File: src/rtl/serial_frame_tx.sv
// Parallel-to-serial frame transmitter: start bit, LSB-first data, optional even parity, stop bit.
// The line idles high and every bit is held for CLKS_PER_BIT clock cycles.
module serial_frame_tx #(
    parameter int unsigned DATA_W       = 8,
    parameter int unsigned CLKS_PER_BIT = 4,
    parameter int unsigned PARITY_EN    = 1
) (
    input  logic              clk,
    input  logic              reset,
    input  logic [DATA_W-1:0] tx_data,
    input  logic              tx_valid,
    output logic              tx_ready,
    output logic              txd,
    output logic              busy,
    output logic              done
);

    localparam int unsigned CNT_W = (CLKS_PER_BIT > 1) ? $clog2(CLKS_PER_BIT) : 1;
    localparam int unsigned IDX_W = $clog2(DATA_W + 1);
    localparam logic [CNT_W-1:0] BIT_LAST = CNT_W'(CLKS_PER_BIT - 1);
    localparam logic [IDX_W-1:0] IDX_LAST = IDX_W'(DATA_W - 1);

    typedef enum logic [2:0] {
        S_IDLE,
        S_START,
        S_DATA,
        S_PARITY,
        S_STOP
    } state_t;

    state_t             state_q,    state_d;
    logic [CNT_W-1:0]   bit_cnt_q,  bit_cnt_d;
    logic [IDX_W-1:0]   idx_q,      idx_d;
    logic [DATA_W-1:0]  shift_q,    shift_d;
    logic               parity_q,   parity_d;
    logic               txd_q,      txd_d;
    logic               done_q,     done_d;
    logic               ready_q,    ready_d;
    logic               bit_end;

    assign bit_end = (bit_cnt_q == BIT_LAST);

    always_ff @(posedge clk or posedge reset) begin
        if (reset) begin
            state_q   <= S_IDLE;
            bit_cnt_q <= '0;
            idx_q     <= '0;
            shift_q   <= '0;
            parity_q  <= 1'b0;
            txd_q     <= 1'b1;
            done_q    <= 1'b0;
            ready_q   <= 1'b1;
        end else begin
            state_q   <= state_d;
            bit_cnt_q <= bit_cnt_d;
            idx_q     <= idx_d;
            shift_q   <= shift_d;
            parity_q  <= parity_d;
            txd_q     <= txd_d;
            done_q    <= done_d;
            ready_q   <= ready_d;
        end
    end

    always_comb begin
        state_d   = state_q;
        bit_cnt_d = bit_cnt_q;
        idx_d     = idx_q;
        shift_d   = shift_q;
        parity_d  = parity_q;

        if (state_q == S_IDLE) begin
            if (tx_valid && ready_q) begin
                shift_d   = tx_data;
                parity_d  = ^tx_data;
                bit_cnt_d = '0;
                idx_d     = '0;
                state_d   = S_START;
            end
        end else if (!bit_end) begin
            bit_cnt_d = bit_cnt_q + CNT_W'(1);
        end else begin
            bit_cnt_d = '0;
            case (state_q)
                S_START: begin
                    state_d = S_DATA;
                    idx_d   = '0;
                end
                S_DATA: begin
                    shift_d = shift_q >> 1;
                    if (idx_q == IDX_LAST) begin
                        idx_d   = '0;
                        state_d = (PARITY_EN != 0) ? S_PARITY : S_STOP;
                    end else begin
                        idx_d = idx_q + IDX_W'(1);
                    end
                end
                S_PARITY: state_d = S_STOP;
                default:  state_d = S_IDLE;
            endcase
        end

        // Outputs are registered from the next state so txd tracks the state it is entering.
        case (state_d)
            S_START:  txd_d = 1'b0;
            S_DATA:   txd_d = shift_d[0];
            S_PARITY: txd_d = parity_d;
            default:  txd_d = 1'b1;
        endcase
        done_d  = (state_d == S_STOP) && (bit_cnt_d == BIT_LAST);
        ready_d = (state_d == S_IDLE);
    end

    assign txd      = txd_q;
    assign done     = done_q;
    assign tx_ready = ready_q;
    assign busy     = (state_q != S_IDLE);

endmodule

File: config.mk
export PLATFORM = sky130hd
export DESIGN_NAME = serial_frame_tx
export DESIGN_NICKNAME = d
export VERILOG_FILES = /design/src/rtl/serial_frame_tx.sv
export SDC_FILE = /design/constraint.sdc
export NUM_CORES = 1
export LEC_CHECK = 0
export BUFFER_PORTS_ARGS = -buffer_cell sky130_fd_sc_hd__buf_4
export CAP_MARGIN = 20
export CORE_AREA = 5 5 43 72
export CTS_BUF_LIST = sky130_fd_sc_hd__clkbuf_2
export DETAILED_ROUTE_END_ITERATION = 6
export DIE_AREA = 0 0 48 77
export PLACE_DENSITY = 0.67
export RECOVER_POWER = 50
export SLEW_MARGIN = 0
export SYNTH_ARGS = -nofsm -noshare
export SYNTH_HDL_FRONTEND = slang
export SYNTH_SLANG_ARGS = --single-unit
File: constraint.sdc
create_clock -name clk -period 1.9 [get_ports clk]
set_input_delay 0.38 -clock clk [delete_from_list [all_inputs] [get_ports clk]]
set_output_delay 0.38 -clock clk [all_outputs]
set_load 0.02 [all_outputs]
# Word level (Yosys, flattened, before mapping)
# Cells that the tools add are included.
# W data, S select, Z words.
[op_classes]
n_addsub = 2
multipliers = 0
div_mod_pow = 0
magnitude_cmp = 0
eq_ne = 11
shifts = 0
muxes = 20
n_bitwise = 0
reduce_logical = 11
[op_table]
columns = ["op", "count"]
rows = [
  ["$mux W8", 4],
  ["$mux W4", 4],
  ["$eq A3 B2 Y1 const B", 4],
  ["$mux W3", 4],
  ["$pmux W3 S3", 1],
  ["$pmux W4 S2", 1],
  ["$reduce_xor A8 Y1", 1],
  ["$eq A3 B1 Y1 const B", 2],
  ["$logic_not A3 Y1", 2],
  ["$mux W2", 3],
  ["$reduce_and A3 Y1", 2],
  ["$reduce_bool A3 Y1", 2],
  ["$add A4 B1 Y4 const B", 1],
  ["$eq A2 B2 Y1 const B", 2],
  ["$eq A4 B3 Y1 const B", 1],
  ["$reduce_bool A2 Y1", 2],
  ["$eq A3 B3 Y1 const B", 1],
  ["$pmux W1 S3", 1],
  ["$add A2 B1 Y2 const B", 1],
  ["$logic_and A1 B1 Y1", 2],
  ["$mux W1", 2],
  ["$ne A2 B1 Y1 const B", 1],
]
[totals]
reg_bits = 21
latchBits = 0
ramBits = 0
mem_bits_ro = 0
in_bits = 11
output_inout_bits = 4
word_cells = 53
mem_count = 0

# Logic depth before layout (Yosys ltp)
# Gate-level depths: netlist of the first run.
[logic_depth]
depth_word = 7
ltp_mapped = 6
mapped_depth_nobuf = 6

# Worst setup path before layout of the first run
# Ideal clock, no wire load.
[synth_path]
path_kind = "register -> register"
start = "reg bit_cnt_q[0]"
end = "reg done_q (netlist: done)"
t_arrival_ps = 1457
t_required_ps = 1802
slack_ps = 345
path_stages_with_launch = 6
cell_sequence = "dfrtp_1 -> ha_1 -> and3b_2 -> o22a_4 -> o21bai_4 -> nor4bb_2"
[synth_between]
elab_chain_len = 5
word_cells_on_any_way = 10
classes_between = "1 x add/sub; 3 x eq/ne; 5 x mux; 1 x reduce/logical"
[synth_rtl]
columns = ["element", "line", "text"]
rows = [
  ["from (decl)", "32", "logic [CNT_W-1:0] bit_cnt_q, bit_cnt_d;"],
  ["from (signal assigned)", "55", "bit_cnt_q <= bit_cnt_d;"],
  ["$eq A2 B2 Y1", "41", "assign bit_end = (bit_cnt_q == BIT_LAST);"],
  ["$mux W3", "80", "end else if (!bit_end) begin"],
  ["$mux W3", "72", "if (state_q == S_IDLE) begin"],
  ["net state_d[1]", "31", "state_t state_q, state_d;"],
  ["$eq A3 B3 Y1", "110", "done_d = (state_d == S_STOP) && (bit_cnt_d == BIT_LAST);"],
  ["$logic_and A1 B1 Y1", "110", ""],
  ["net done_d", "37", "logic done_q, done_d;"],
  ["to (signal assigned)", "60", "done_q <= done_d;"],
  ["to (decl)", "37", ""],
]
# The timed path passes the listed nets, and every way through them passes these cells.
# A chain may end at the register's enable or synchronous reset.

# Worst setup path in the final report of the first run
[layout_path]
start = "reg state_q[0]"
end = "out busy"
[layout_between]
elab_chain_len = 1
[layout_rtl]
columns = ["element", "line", "text"]
rows = [
  ["from (decl)", "31", ""],
  ["from (signal assigned)", "54", "state_q <= state_d;"],
  ["$reduce_bool A3 Y1", "117", "assign busy = (state_q != S_IDLE);"],
  ["to (decl)", "14", "output logic busy,"],
]
# Every way passes these cells.

==> results_dict.tcl, run 1 <==
set metrics [dict create \
    outcome "finished clean" \
    holdPathStages 3 \
    ant_nets 0 \
    crit_family "flip-flops" \
    num-nets-final 140 \
    viasPerCell 5.72 \
    hold_end "shift_q[0]$_DFF_PP0_" \
    tightest_slew_ps 1100 \
    slew_viol_final 0 \
    grt_usage 0.141 \
    drt_first_pass_iters 3 \
    r2r_end "txd$_DFF_PP1_" \
    drive_gt1_frac 0.294 \
    critical_path_class "reg -> out" \
    critPathCaptureType "primary output" \
    path_cells "nor3_4 -> inv_4 -> buf_4" \
    ys_types 42 \
    worst_skew_pair.late_latency_ps 310 \
    grt_pass1_vias 945 \
    dieHeight_um 77 \
    synth_area_per_cell_um2 11.0 \
    leakagePower_nw 0.635 \
    clock_sinks 21 \
    ys_seq_area_frac 0.445 \
    rows 24 \
    io_buffers 14 \
    hp-start "tx_data[0]" \
    slew_headroom 0.269 \
    numCtsBuffers 3 \
    fp.dieW_um 48 \
    cts.reportedPaths.clkPinSlew_ps 200 \
    timing.final.crit_share 0.919 \
    cts_hold_buffers 0 \
    r2r_start "bit_cnt_q[0]$_DFF_PP0_" \
    synth_edf_count 0 \
    cp_max_fo 8 \
    gr-total-overflow 0 \
    dieArea_mm2 0.00370 \
    worst_path_max_delay_cell "dfrtp_1" \
    max_freq_mhz 572 \
    p_per_area_mw_per_mm2 1450 \
    synthToLayoutAreaGrowth_pct 12.2 \
    antenna_found_initial 0 \
    min_period_ps 1750 \
    dp_hpwl_um 1800 \
    dr.first_iter.drc_count 16 \
    cap_violations 0 \
    post_cts_buffers 1 \
    start_util 0.482 \
    rsz0062_at_grt "false" \
    place_congestion 0.738 \
    finalHoldViolations 0 \
    power.total_mw 1.93 \
    syn-num-nets 121 \
    cts_resized 0 \
    totalWireLength_um 2210 \
    ys_seq_elements 21 \
    synth_cells 108 \
    dr_total_vias 870 \
    design.core.area_mm2 0.00246 \
    start_kind "register" \
    skew_ps 10.8 \
    synth_ff_type "dfrtp_1" \
    pin_count 15 \
    yosysWarnings 0 \
    setup_violations 0 \
    totalNegativeSetupSlack_ps 0 \
    htreeDepth 1 \
    syn-cell-area_mm2 0.00119 \
    drcViolationCount 0 \
    critical_path_required_ps 1520 \
    cts_root_buffer "clkbuf_2" \
    hp-class "in -> reg" \
    slowest_delay_ps 520 \
    critPathBufInv 2 \
    ir_worst_vdd_mv 0.875 \
    grt_max_degree 22 \
    worstPathArrival_ps 1370 \
    async_flop_share 1.00 \
    grt_pass1_wl_um 3890 \
    wire_per_inst_um 14.5 \
    reg2reg_slack_ps 160 \
    antenna_cells 0 \
    cts_tree "yes" \
    ff2ff_path_depth 5 \
    clock_path_buffers 2 \
]
-- flip-flops by register name, summed over array words and instances (netlist names) --
name,cells
done,1
parity_q,1
shift_q,8
tx_ready,1
txd,1
state_q,3
idx_q,4
bit_cnt_q,2
-- cell families (layout without fill, tap and decap cells) --
group	Yosys count	after routing	share of synthesized area
AO/OA/AOI/OAI	23	23	0.189
XOR/XNOR	7	7	0.0517
adder cells (fa/ha/maj)	2	2	0.0211
buffers and inverters	7	25	0.0369
flip-flops	21	21	0.445
multiplexers	2	2	0.0190
AND/OR/NAND/NOR	46	46	0.237
-- per-layer routing --
| layer | vias to the layer above | global-route usage | part of all wire |
|---|---|---|---|
| li1 | 420 | - | - |
| met1 | 428 | 0.157 | 0.38 |
| met2 | 16 | 0.240 | 0.55 |
| met3 | 6 | 0.0187 | 0.034 |
| met4 | 0 | 0.0728 | 0.028 |
| met5 | - | 0 | 0 |
-- per-stage QoR --
| step | hold WS [ps] | worst slack (ps) | area [um2] | util | instances |
|---|---|---|---|---|---|
| 6_report | 286 | 153 | 1330 | 0.541 | 152 |
| 5_1_grt | 277 | 14.3 | 1330 | 0.541 | 152 |
| 4_1_cts | 65.9 | 146 | 1340 | 0.543 | 152 |
| 3_5_place_dp | 433 | 186 | 1310 | 0.532 | 147 |
| 3_3_place_gp | 425 | 264 | 1310 | 0.532 | 147 |
| 2_1_floorplan | 355 | 345 | 1190 | - | 108 |
-- worst register-to-register path: stages, from the launching register on --
cell       delay (ps)
dfrtp_1           410
ha_1              300
and4bb_1          470
a21oi_4           110
a221oi_2          280
o2111ai_1         130
-- cells in the mapped netlist (all sizes together) (2+ instances only) --
| master | count | share of area |
|---|---|---|
| dfrtp | 19 | 0.40 |
| nand2 | 19 | 0.060 |
| xnor2 | 7 | 0.052 |
| a22oi | 6 | 0.038 |
| nor2 | 6 | 0.032 |
| inv | 5 | 0.018 |
| and3 | 3 | 0.016 |
| a21o | 2 | 0.015 |
| a21oi | 2 | 0.021 |
| and2 | 2 | 0.011 |
| and3b | 2 | 0.017 |
| buf | 2 | 0.019 |
| dfstp | 2 | 0.044 |
| ha | 2 | 0.021 |
| mux2 | 2 | 0.019 |
| nand2b | 2 | 0.011 |
| nand3 | 2 | 0.0084 |
| nand3b | 2 | 0.013 |
| nor3 | 2 | 0.018 |
| o21ai | 2 | 0.012 |
-- cell type report --
type	instances	area (um2)
Sequential cell	21	528
Multi-Input combinational cell	80	613
Timing Repair Buffer	16	116
Clock buffer	3	15.0
Tap cell	26	32.5
Fill cell	225	1130
Clock inverter	1	5.00
Inverter	5	21.3
-- how the worst max path moves through the flow --
stage,from,to,cells past startpoint
6_report,state_q[0]$_DFF_PP0_,busy,3
5_1_grt,bit_cnt_q[0]$_DFF_PP0_,txd$_DFF_PP1_,5
4_1_cts,bit_cnt_q[0]$_DFF_PP0_,txd$_DFF_PP1_,5
3_5_place_dp,bit_cnt_q[0]$_DFF_PP0_,txd$_DFF_PP1_,5
3_3_place_gp,bit_cnt_q[0]$_DFF_PP0_,txd$_DFF_PP1_,5
2_1_floorplan,bit_cnt_q[0]$_DFF_PP0_,done$_DFF_PP0_,5
-- where the power goes --
part	total, mW	switching (mW)	internal [mW]
registers	0.805	0.163	0.642
logic	0.948	0.501	0.447
clock network	0.181	0.133	0.0477
total	1.93	0.797	1.14
-- cell usage in the layout, fill, tap and decap left out, types with 2 or more instances in the layout --
cell type / count
and2_1: 2
nand2_1: 19
nand3_1: 2
nand2b_1: 2
buf_4: 14
nand3b_1: 2
inv_1: 4
xnor2_1: 7
ha_1: 2
dfstp_2: 2
mux2_2: 2
a21o_2: 2
a22oi_1: 6
dfrtp_1: 19
and3_1: 3
nor2_4: 2
nor2_1: 4
clkbuf_2: 3
(Power assumes the default switching activity.)
==> inputs of run 2 (changes only) <==
--- a/config.mk
+++ b/config.mk
@@ -7,10 +7,11 @@
 export LEC_CHECK = 0
 export BUFFER_PORTS_ARGS = -buffer_cell sky130_fd_sc_hd__buf_4
 export CAP_MARGIN = 20
-export CORE_AREA = 5 5 43 72
+export CORE_AREA = 2 2 40 69
 export CTS_BUF_LIST = sky130_fd_sc_hd__clkbuf_2
 export DETAILED_ROUTE_END_ITERATION = 6
-export DIE_AREA = 0 0 48 77
+export DIE_AREA = 0 0 42 71
+export GPL_TIMING_DRIVEN = 0
 export PLACE_DENSITY = 0.67
 export RECOVER_POWER = 50
 export SLEW_MARGIN = 0
==> run 2 against run 1 <==
Critical path depth unchanged. Die area shrank 19%. Setup slack got worse by 26 ps. Routed wire length decreased by 1.5%. Count of clock-buffer cells in the layout grew 1. First-iteration DRC count up 44%. Clock power rose by 3%. Clock skew is 2.0 ps higher. Largest power group unchanged. Total power rose by 2.6%.
==> results_dict.tcl, run 2 (same netlist as run 1, synthesis figures left out) <==
set metrics [dict create \
    outcome "finished clean" \
    rows 24 \
    largestRegisters "shift_q (8), idx_q (4), state_q (3)" \
    setup_violations 0 \
    finalHoldViolations 0 \
    grt_pass1_wl_um 3970 \
    design.core.area_mm2 0.00243 \
    start_kind "register" \
    clock_path_buffers 2 \
    p_per_area_mw_per_mm2 1460 \
    cp_max_fo 8 \
    slew_viol_final 0 \
    critPathCaptureType "primary output" \
    most-common-layout-cells "19 x nand2_1, 19 x dfrtp_1, 14 x buf_4" \
    wl_met1_um 851 \
    highest_layer "met4" \
    hp-class "in -> async" \
    totalNegativeSetupSlack_ps 0 \
    antenna_cells 0 \
    min_period_ps 1770 \
    htreeDepth 1 \
    ant_nets 0 \
    viasPerCell 5.65 \
    grt_max_degree 22 \
    largest_reg_flops 8 \
    dieHeight_um 71 \
    wire_per_inst_um 14.1 \
    grt_pass1_vias 911 \
    cts.reportedPaths.clkPinSlew_ps 190 \
    dp_hpwl_um 1690 \
    start_util 0.488 \
    antenna_found_initial 0 \
    hold_slack_ps 166 \
    drive_gt1_frac 0.313 \
    rsz0062_at_grt "false" \
    pin_count 15 \
    cts_tree "yes" \
    cts_hold_buffers 0 \
    max_freq_mhz 564 \
    numCtsBuffers 3 \
    leakagePower_nw 0.647 \
    worstPathArrival_ps 1390 \
    dr.first_iter.drc_count 23 \
    slew_headroom 0.480 \
    wl_met3_um 53 \
    regArea_um2 528 \
    io_buffers 14 \
    drcViolationCount 0 \
    regMostFlops "shift_q" \
    timing.final.crit_share 0.933 \
    dr_total_vias 870 \
    dieArea_mm2 0.00298 \
    place_congestion 0.782 \
    critical_path_required_ps 1520 \
    synthToLayoutAreaGrowth_pct 14.2 \
    multi_input_area_um2 614 \
    totalWireLength_um 2170 \
    clock_sinks 21 \
    grt_usage 0.170 \
    cts_root_buffer "clkbuf_2" \
    dr_wl_met2_um 1220 \
    cts_resized 0 \
    critical_path_class "reg -> out" \
    num-nets-final 142 \
    skew_ps 12.8 \
    worst_skew_pair.late_latency_ps 320 \
    gr-total-overflow 0 \
    drt_first_pass_iters 4 \
    fp.dieW_um 42 \
    ir_worst_vdd_mv 0.613 \
    num-fill-cells 225 \
    cap_violations 0 \
    tightest_slew_ps 780 \
]
## run 2: changes by cell type in the layout (fill, tap and decap cells not counted)
cell	previous run	this run
and3b_2	1	2
buf_6	0	2
and3b_1	1	0
clkinv_2	1	0
clkbuf_2	3	4
## run 2: layout make-up
class | count | share of cell area
multi-input combinational | 80 | 0.453
sequential | 21 | 0.390
timing repair buffer | 16 | 0.0859
tap | 26 | 0.0240
buffer | 2 | 0.0166
inverter | 5 | 0.0157
clock buffer | 4 | 0.0148
## run 2: layer usage
layer,vias up,GRT usage
li1,426,-
met1,426,0.190
met2,13,0.316
met3,5,0.0179
met4,0,0.0753
met5,-,0
## run 2: timing repair
item	in CTS	in global routing
cloned	0	0
buffers inserted	0	2
pin swaps	1	1
setup endpoints to repair	1	1
## run 2: worst paths after layout
path / cells past startpoint / to / slack [ps] / start
setup / recovery: 3 / busy / 130 / state_q[0]$_DFF_PP0_
hold / removal: 2 / shift_q[2]$_DFFE_PP0P_ / 170 / reset
setup reg to reg: 6 / txd$_DFF_PP1_ / 170 / bit_cnt_q[0]$_DFF_PP0_
hold reg to reg: 2 / shift_q[1]$_DFFE_PP0P_ / 490 / shift_q[1]$_DFFE_PP0P_
max in group asynchronous: 2 / idx_q[0]$_DFFE_PP0P_ / 1240 / reset
min in group clk: 3 / shift_q[0]$_DFF_PP0_ / 270 / tx_data[0]
## run 2: critical path, stage by stage, from the launching register on
cell and delay (ps):
dfrtp_1 520, nor3_4 290, inv_4 90, buf_4 170
## run 2: power by group
| group | total [mW] | leakage, nW | switching, mW | internal [mW] |
|---|---|---|---|---|
| Combinational | 1.01 | 0.368 | 0.527 | 0.488 |
| Clock | 0.186 | 0.0166 | 0.131 | 0.0557 |
| Sequential | 0.783 | 0.263 | 0.140 | 0.642 |
| Total | 1.98 | 0.647 | 0.798 | 1.19 |
## run 2: through the flow
step	util	instances	total power [mW]	setup slack, ps	cell area [um2]
6_report	0.557	154	1.98	127	1360
5_1_grt	0.557	154	2.15	29.6	1360
3_5_place_dp	0.544	148	1.79	185	1320
3_3_place_gp	0.544	148	1.76	221	1320
2_1_floorplan	-	108	1.54	345	1190
4_1_cts	0.552	152	1.97	9.75	1340
